File: src/rtl/wishbone_master.sv
// ---------------------------------------------------------------------------
// wishbone_master
//
// Purpose:
//   Command-driven Wishbone B4 classic-cycle master. Accepts single or
//   incrementing-burst read/write commands on a valid/ready interface. Write
//   beat data streams in and read beat data streams out. The master handles
//   ACK/ERR/RTY terminations and returns one status response per command.
//
// Optional feature (compile-time macro WB_MASTER_TIMEOUT_EN):
//   When defined, a watchdog aborts a strobe that has seen no termination
//   for TIMEOUT_CYC cycles and responds with status 3. When undefined, no
//   counter exists and the master waits indefinitely.
//
// Ports:
//   CLK_I, RST_I              clock, asynchronous active-low reset
//   cmd_valid/cmd_ready       command handshake (ready only while idle)
//   cmd_we, cmd_adr, cmd_sel  direction, start byte address, byte select
//   cmd_len                   beats minus one (1..16 beats)
//   cmd_lock, cmd_tgc         bus lock request, cycle tag
//   wdat, wdat_tgd            write beat data and data tag
//   wdat_valid/wdat_ready     write beat handshake
//   rdat, rdat_valid          read beat data, one-cycle pulse per acked beat
//   rsp_valid                 one-cycle pulse at command end
//   rsp_status                0=OK 1=ERR 2=retry exhausted 3=timeout
//   rsp_beats                 beats completed with ACK
//   ADR_O, DAT_O, DAT_I, SEL_O, WE_O, STB_O, CYC_O, LOCK_O,
//   ACK_I, ERR_I, RTY_I, TGD_O, TGA_O, TGC_O   Wishbone B4 master side
// ---------------------------------------------------------------------------
module wishbone_master #(
    parameter int WB_ADDR_W   = 32,
    parameter int WB_DATA_W   = 32,
    parameter int WB_TGD_W    = 8,
    parameter int WB_TGC_W    = 4,
    parameter int WB_TGA_W    = 2,
    parameter int MAX_RETRY   = 3,
    parameter int TIMEOUT_CYC = 256
) (
    input  logic                   CLK_I,
    input  logic                   RST_I,
    input  logic                   cmd_valid,
    output logic                   cmd_ready,
    input  logic                   cmd_we,
    input  logic [WB_ADDR_W-1:0]   cmd_adr,
    input  logic [WB_DATA_W/8-1:0] cmd_sel,
    input  logic [3:0]             cmd_len,
    input  logic                   cmd_lock,
    input  logic [WB_TGC_W-1:0]    cmd_tgc,
    input  logic [WB_DATA_W-1:0]   wdat,
    input  logic [WB_TGD_W-1:0]    wdat_tgd,
    input  logic                   wdat_valid,
    output logic                   wdat_ready,
    output logic [WB_DATA_W-1:0]   rdat,
    output logic                   rdat_valid,
    output logic                   rsp_valid,
    output logic [1:0]             rsp_status,
    output logic [4:0]             rsp_beats,
    output logic [WB_ADDR_W-1:0]   ADR_O,
    output logic [WB_DATA_W-1:0]   DAT_O,
    input  logic [WB_DATA_W-1:0]   DAT_I,
    output logic [WB_DATA_W/8-1:0] SEL_O,
    output logic                   WE_O,
    output logic                   STB_O,
    output logic                   CYC_O,
    output logic                   LOCK_O,
    input  logic                   ACK_I,
    input  logic                   ERR_I,
    input  logic                   RTY_I,
    output logic [WB_TGD_W-1:0]    TGD_O,
    output logic [WB_TGA_W-1:0]    TGA_O,
    output logic [WB_TGC_W-1:0]    TGC_O
);

    localparam int SEL_W   = WB_DATA_W / 8;
    localparam int RETRY_W = (MAX_RETRY < 1) ? 1 : $clog2(MAX_RETRY + 1);
    localparam logic [RETRY_W-1:0]   RETRY_LIMIT = RETRY_W'(MAX_RETRY);
    localparam logic [WB_ADDR_W-1:0] ADR_STEP    = WB_ADDR_W'(SEL_W);

    typedef enum logic [2:0] {
        S_IDLE,
        S_WDAT,
        S_REQ,
        S_GAP,
        S_RSP
    } state_t;

    state_t                 state_q, state_d;
    logic [WB_ADDR_W-1:0]   adr_q, adr_d;
    logic [SEL_W-1:0]       sel_q, sel_d;
    logic                   we_q, we_d;
    logic                   lock_q, lock_d;
    logic [WB_TGC_W-1:0]    tgc_q, tgc_d;
    logic [3:0]             len_q, len_d;
    logic [4:0]             beats_q, beats_d;
    logic [RETRY_W-1:0]     retry_q, retry_d;
    logic [WB_DATA_W-1:0]   dat_q, dat_d;
    logic [WB_TGD_W-1:0]    tgd_q, tgd_d;
    logic [WB_DATA_W-1:0]   rdat_q, rdat_d;
    logic                   rdat_valid_q, rdat_valid_d;
    logic [1:0]             status_q, status_d;
    logic                   gap_to_wdat_q, gap_to_wdat_d;
    logic                   timeout_hit;

`ifdef WB_MASTER_TIMEOUT_EN
    localparam int WDOG_W = $clog2(TIMEOUT_CYC + 1);
    localparam logic [WDOG_W-1:0] WDOG_LAST = WDOG_W'(TIMEOUT_CYC - 1);

    logic [WDOG_W-1:0] wdog_q;

    // Counts strobe cycles without a termination; any other state clears it,
    // so each re-issued beat starts a fresh timeout window.
    always_ff @(posedge CLK_I or negedge RST_I) begin
        if (!RST_I) begin
            wdog_q <= '0;
        end else if (state_q == S_REQ && !(ACK_I || ERR_I || RTY_I)) begin
            wdog_q <= wdog_q + 1'b1;
        end else begin
            wdog_q <= '0;
        end
    end

    // Fires on the TIMEOUT_CYC-th silent strobe cycle so STB_O is high for
    // exactly TIMEOUT_CYC cycles before the abort.
    assign timeout_hit = (state_q == S_REQ) && !(ACK_I || ERR_I || RTY_I)
                         && (wdog_q == WDOG_LAST);
`else
    assign timeout_hit = 1'b0;
`endif

    // State and datapath registers; reset clears every registered output so
    // the bus is released immediately, even mid-burst.
    always_ff @(posedge CLK_I or negedge RST_I) begin
        if (!RST_I) begin
            state_q       <= S_IDLE;
            adr_q         <= '0;
            sel_q         <= '0;
            we_q          <= 1'b0;
            lock_q        <= 1'b0;
            tgc_q         <= '0;
            len_q         <= '0;
            beats_q       <= '0;
            retry_q       <= '0;
            dat_q         <= '0;
            tgd_q         <= '0;
            rdat_q        <= '0;
            rdat_valid_q  <= 1'b0;
            status_q      <= '0;
            gap_to_wdat_q <= 1'b0;
        end else begin
            state_q       <= state_d;
            adr_q         <= adr_d;
            sel_q         <= sel_d;
            we_q          <= we_d;
            lock_q        <= lock_d;
            tgc_q         <= tgc_d;
            len_q         <= len_d;
            beats_q       <= beats_d;
            retry_q       <= retry_d;
            dat_q         <= dat_d;
            tgd_q         <= tgd_d;
            rdat_q        <= rdat_d;
            rdat_valid_q  <= rdat_valid_d;
            status_q      <= status_d;
            gap_to_wdat_q <= gap_to_wdat_d;
        end
    end

    // Next-state logic. Terminations are only looked at in S_REQ (STB_O=1),
    // with ERR over RTY over ACK.
    always_comb begin
        state_d       = state_q;
        adr_d         = adr_q;
        sel_d         = sel_q;
        we_d          = we_q;
        lock_d        = lock_q;
        tgc_d         = tgc_q;
        len_d         = len_q;
        beats_d       = beats_q;
        retry_d       = retry_q;
        dat_d         = dat_q;
        tgd_d         = tgd_q;
        rdat_d        = rdat_q;
        rdat_valid_d  = 1'b0;
        status_d      = status_q;
        gap_to_wdat_d = gap_to_wdat_q;

        case (state_q)
            S_IDLE: begin
                if (cmd_valid) begin
                    adr_d    = cmd_adr;
                    sel_d    = cmd_sel;
                    we_d     = cmd_we;
                    lock_d   = cmd_lock;
                    tgc_d    = cmd_tgc;
                    len_d    = cmd_len;
                    beats_d  = '0;
                    retry_d  = '0;
                    status_d = 2'd0;
                    state_d  = cmd_we ? S_WDAT : S_REQ;
                end
            end
            S_WDAT: begin
                if (wdat_valid) begin
                    dat_d   = wdat;
                    tgd_d   = wdat_tgd;
                    state_d = S_REQ;
                end
            end
            S_REQ: begin
                if (ERR_I) begin
                    status_d = 2'd1;
                    state_d  = S_RSP;
                end else if (RTY_I) begin
                    if (retry_q < RETRY_LIMIT) begin
                        retry_d       = retry_q + 1'b1;
                        gap_to_wdat_d = 1'b0;
                        state_d       = S_GAP;
                    end else begin
                        status_d = 2'd2;
                        state_d  = S_RSP;
                    end
                end else if (ACK_I) begin
                    beats_d = beats_q + 1'b1;
                    if (!we_q) begin
                        rdat_d       = DAT_I;
                        rdat_valid_d = 1'b1;
                    end
                    if (beats_q == {1'b0, len_q}) begin
                        status_d = 2'd0;
                        state_d  = S_RSP;
                    end else begin
                        // Advance now so the next beat's address is ready
                        // when STB_O rises again after the gap.
                        adr_d         = adr_q + ADR_STEP;
                        retry_d       = '0;
                        gap_to_wdat_d = we_q;
                        state_d       = S_GAP;
                    end
                end else if (timeout_hit) begin
                    status_d = 2'd3;
                    state_d  = S_RSP;
                end
            end
            S_GAP: begin
                state_d = gap_to_wdat_q ? S_WDAT : S_REQ;
            end
            S_RSP: begin
                state_d = S_IDLE;
            end
            default: begin
                state_d = S_IDLE;
            end
        endcase
    end

    assign cmd_ready  = (state_q == S_IDLE);
    assign wdat_ready = (state_q == S_WDAT);
    assign CYC_O      = (state_q == S_WDAT) || (state_q == S_REQ) || (state_q == S_GAP);
    assign STB_O      = (state_q == S_REQ);
    assign LOCK_O     = lock_q && CYC_O;
    assign ADR_O      = adr_q;
    assign DAT_O      = dat_q;
    assign SEL_O      = sel_q;
    assign WE_O       = we_q;
    assign TGD_O      = tgd_q;
    assign TGC_O      = tgc_q;
    // The acked-beat count doubles as the index of the beat in flight.
    assign TGA_O      = WB_TGA_W'(beats_q);
    assign rdat       = rdat_q;
    assign rdat_valid = rdat_valid_q;
    assign rsp_valid  = (state_q == S_RSP);
    assign rsp_status = status_q;
    assign rsp_beats  = beats_q;

endmodule
File: config.mk
export PLATFORM = sky130hd
export DESIGN_NAME = wishbone_master
export DESIGN_NICKNAME = d
export VERILOG_FILES = /design/src/rtl/wishbone_master.sv
export SDC_FILE = /design/constraint.sdc
export NUM_CORES = 1
export LEC_CHECK = 0
export BUFFER_PORTS_ARGS = -buffer_cell sky130_fd_sc_hd__buf_2
export CORE_MARGIN = 2
export CORE_UTILIZATION = 45
export DETAILED_ROUTE_END_ITERATION = 8
export PLACE_DENSITY_LB_ADDON = 0.12
export SYNTH_ARGS = -nofsm -noshare
export SYNTH_HDL_FRONTEND = slang
export SYNTH_SLANG_ARGS = --single-unit
File: constraint.sdc
create_clock -name CLK_I -period 3.9 [get_ports CLK_I]
set_clock_uncertainty 0.1 [all_clocks]
set_input_delay 0.78 -clock CLK_I [delete_from_list [all_inputs] [get_ports CLK_I]]
set_output_delay 0.78 -clock CLK_I [all_outputs]
set_load 0.01 [all_outputs]
# After elaboration in Yosys (flattened, before gate mapping)
# Index checks and enable logic that the tools add are counted.
totals:
  elab_cells: 99
  ff_bits: 132
  out_inout_bits: 129
  input_bits: 125
op_classes:
  n_eq_ne: 19
  bitwise: 3
  n_mux: 43
  add_sub_neg: 3
  n_lt_le_gt_ge: 1
  reduce_logical: 15
ops:
  columns: ["operator", "count"]
  rows:
  - ["$mux W32", 5]
  - ["$pmux W32 S2", 1]
  - ["$add A32 B3 Y32 const B", 1]
  - ["$mux W2", 13]
  - ["$mux W3", 7]
  - ["$mux W5", 4]
  - ["$reduce_and A5 Y1", 4]
  - ["$ne A2 B2 Y1 const B", 6]
  - ["$pmux W3 S4", 1]
  - ["$reduce_and A6 Y1", 2]
  - ["$pmux W5 S2", 1]
  - ["$mux W1", 9]
  - ["$ne A4 B1 Y1 const B", 2]
  - ["$pmux W2 S2", 2]
  - ["$eq A3 B2 Y1 const B", 2]
  - ["$add A5 B1 Y5 const B", 1]
  - ["$eq A5 B4 Y1", 1]
  - ["$ne A2 B1 Y1 const B", 2]
  - ["$ne A4 B4 Y1 const B", 1]
  - ["$reduce_and A2 Y1", 2]
  - ["$reduce_bool A2 Y1", 2]
  - ["$eq A3 B1 Y1 const B", 1]
  - ["$eq A3 B3 Y1 const B", 1]
  - ["$logic_not A3 Y1", 1]
  - ["9 further kinds", 12]

# Depth between registers and ports, before layout
logic_depth:
  word_depth: 6
  mapped_depth: 7
  mapped_depth_nobuf: 6

# Least setup slack after synthesis
# Ideal clock, no wire load.
synth_timing:
  kind: "input -> register"
  start: "input port RTY_I"
  end: "register adr_q[27] (netlist: ADR_O[27])"
  setup_slack_ns: 1.694
  path_stages: 7
  t_required_ns: 3.663
  setup_time_ns: 0.137
  arrival_ns: 1.969
  path_buffers: 2
  cell_sequence: "buf_2 and4bb_2 o21ai_2 a21o_1 buf_2 a21oi_1 a2bb2oi_1"
synth_between:
  elab_chain_cells: 2
synth_rtl:
  columns: ["element", "line_no", "source"]
  rows:
  - ["start, declared", "68", "input logic RTY_I,"]
  - ["$ne A2 B2 Y1 (no line)", null, null]
  - ["$reduce_and A6 Y1 (no line)", null, null]
  - ["end signal, assigned", "151", "adr_q <= adr_d;"]
  - ["end, declared", "88", "logic [WB_ADDR_W-1:0] adr_q, adr_d;"]
# No other way between the ends.
# A chain may end at the register's enable or synchronous reset.

# Worst setup path after layout
layout_timing:
  start: "register state_q[1]"
  end: "output port STB_O"
layout_between:
  elab_chain_cells: 1
layout_rtl:
  columns: ["element", "line_no", "source"]
  rows:
  - ["start, declared", "87", "state_t state_q, state_d;"]
  - ["start signal, assigned", "150", "state_q <= state_d;"]
  - ["$eq A3 B2 Y1", "259", "assign STB_O = (state_q == S_REQ);"]
  - ["end, declared", "63", "output logic STB_O,"]
# No other way between the ends.

==> impl_metrics.tcl <==
set metrics [dict create \
    finalHoldViolations 0 \
    vias 5009 \
    dr.pass1.iters 4 \
    finalWorstSetupSlack_ns 1.30 \
    mappedNetlistArea_um2 5980 \
    grt_max_degree 77 \
    synthFlopType "dfrtp_1" \
    clk_pin_slew_ns 0.06 \
    core_um2 13100 \
    post-route-period-util_pct 66.8 \
    ys_top_cells_by_area "dfrtp_1, mux2_2, a21oi_1" \
    syn_inst 509 \
    postSynth.asyncResetShare_pct 100 \
    cts_buffers 17 \
    status "finished clean" \
    cts_root_buf "clkbuf_16" \
    ir_worst_vdd_uv 488 \
    io_buffers 253 \
    synth-edff-count 0 \
    path_max_fanout 25 \
    start_util_pct 45.6 \
    yosysTopAreaCellShare_pct 55.2 \
    drt_iter0_markers 304 \
    dp_hpwl_um 10800 \
    cts_tree "yes" \
    cts_setup_buffers 0 \
    synth_seq_area_share_pct 55.2 \
    ys_warn_count 0 \
    grt_setup_unrepaired "no" \
    endpoint_kind "output pin" \
    drive_gt1_share_pct 50.8 \
    critPathMaxStageDelay_ns 0.54 \
    maxCapViolations 0 \
    synth_area_leader_cell "dfrtp_1" \
    relSlewSlack_pct 40.6 \
    syn_area_per_cell_um2 11.8 \
    clock_path_buffers 2 \
    grt_pass1_vias 5068 \
    nets 883 \
    yosysUniqueCellTypes 53 \
    diodes 0 \
    path_cells "nand2_1 -> buf_4 -> clkinv_1 -> buf_2" \
    clock.fmax_ghz 0.384 \
    postRouteAntennaNets 0 \
    critPathKind "reg -> out" \
    setup-violations-final 0 \
    nFillCells 1145 \
    die_h_um 119 \
    cp_slowest_cell "dfrtp_1" \
    row_count 42 \
    leakage_uw 0.00388 \
    fp.dieArea_um2 14200 \
    tns_ns 0 \
    ys_ff_latch 132 \
    routed_wl_um 15000 \
    clock-sinks 132 \
    power.density_nw_per_um2 858 \
    post-route-drc-count 0 \
    hold_path_class "in -> async" \
    vias_per_cell 5.31 \
    die-width_um 119 \
    cp.required_ns 3.02 \
    place_congestion 0.852 \
    fin_crit_ns 2.60 \
    p_total_uw 6870 \
    antenna_found_initial 1 \
    grt_use_total_pct 21.9 \
    synth_most_common_cell "dfrtp_1" \
    tightest_slew_ns 0.891 \
    arrival_ns 1.72 \
    clock_latency_ns 0.41 \
    cts_hold_buf 0 \
    synth_nets 637 \
    startpoint_type "flop" \
    slew_viol_final 0 \
    preCtsSetupSlack_ns 1.13 \
    ctsResizeCount 0 \
    grt_overflow_total 0 \
    area_delta_synth_final_pct 33.7 \
    synthTopCellsByCount "dfrtp_1, mux2_2, a21oi_1, nand2_1, o21ai_0" \
    cts_htree_levels 4 \
    wl_per_cell_um 15.9 \
    pin_count 254 \
    grt_pass1_wl_um 24700 \
]
[final timing paths]
kind,from,end,slack (ns),depth (start not counted)
setup reg to reg,state_q[0]$_DFFE_PN0P_,ADR_O[25]$_DFFE_PN0P_,1.32,8
setup / recovery,state_q[1]$_DFFE_PN0P_,STB_O,1.30,4
min in group CLK_I,rdat[9]$_DFFE_PN0P_,rdat[9]$_DFFE_PN0P_,0.39,1
hold / removal,RST_I,DAT_O[19]$_DFFE_PN0P_,0.32,1
max in group asynchronous,RST_I,SEL_O[1]$_DFFE_PN0P_,2.51,2
hold reg to reg,rdat[9]$_DFFE_PN0P_,rdat[9]$_DFFE_PN0P_,0.39,1
[metal layers]
metal / track usage [%] / part of all wire (%) / up-vias
li1: - / - / 2358
met2: 34.4 / 48 / 183
met3: 6.80 / 7.8 / 22
met4: 9.34 / 1.9 / 0
met1: 28.2 / 42 / 2446
met5: 0 / 0 / -
[power breakdown]
| group | switching (uW) | total, uW | leakage [uW] | internal (uW) |
|---|---|---|---|---|
| Clock | 589 | 1650 | 0.000300 | 1060 |
| Combinational | 1400 | 2680 | 0.00199 | 1280 |
| Sequential | 509 | 2540 | 0.00159 | 2030 |
[per-stage QoR]
| stage | instances | cell area, um2 | utilization [%] | hold WS, ns |
|---|---|---|---|---|
| global route | 944 | 8000 | 60.9 | 0.385 |
| floorplan | 509 | 5980 | - | 0.371 |
| detailed placement | 912 | 7380 | 56.2 | 0.388 |
| CTS | 944 | 8000 | 60.9 | 0.357 |
| global placement | 912 | 7380 | 56.2 | 0.381 |
| finish | 944 | 8000 | 60.9 | 0.321 |
[critical path: cells and delay by family, from the launching register on]
kind / cells / cell delay, ns
flops: 1 / 0.54
buf+inv: 3 / 0.60
simple gates: 1 / 0.17
[state kept, by name, indices dropped and copies added (netlist names), 4 cells and up]
name / cells
TGD_O: 8
rdat: 32
TGC_O: 4
ADR_O: 32
len_q: 4
DAT_O: 32
SEL_O: 4
rsp_beats: 5
[cell families after synthesis]
kind of cell	synth area share [%]
XOR/XNOR	1.02
adder cells (fa/ha/maj)	0.627
multiplexers	16.7
AO/OA/AOI/OAI	12.1
buffers and inverters	2.91
flip-flops	55.2
AND/OR/NAND/NOR	11.4
[placed cells by master (no fill, tap or decap), types with 3 or more instances in the layout]
| cell | n |
|---|---|
| a21oi_1 | 44 |
| a2bb2oi_1 | 11 |
| a31o_2 | 3 |
| and3_1 | 7 |
| buf_2 | 252 |
| buf_4 | 4 |
| bufinv_16 | 3 |
| clkbuf_16 | 17 |
| clkbuf_8 | 3 |
| clkinv_4 | 3 |
| dfrtp_1 | 132 |
| ha_1 | 3 |
| inv_1 | 7 |
| mux2_2 | 87 |
| nand2_1 | 34 |
| nand2b_1 | 4 |
| nand3_1 | 24 |
| nand4_1 | 7 |
| nor2_1 | 16 |
| nor3_1 | 7 |
| o21ai_0 | 25 |
| o22ai_1 | 15 |
| or3_1 | 5 |
| xor2_1 | 5 |
[cell type report]
cell class              instances  area (um2)  share of cell area [%]
multi-input cells             339        2520                    31.4
repair buffers                257        1310                    16.4
clock buffers                  21         470                    5.88
inverters                       8        30.0                   0.375
clock inverters                11         150                    1.88
well taps                     176         220                    2.75
flip-flops and latches        132        3300                    41.3
Note: power is estimated with default switching activity, not from simulation.
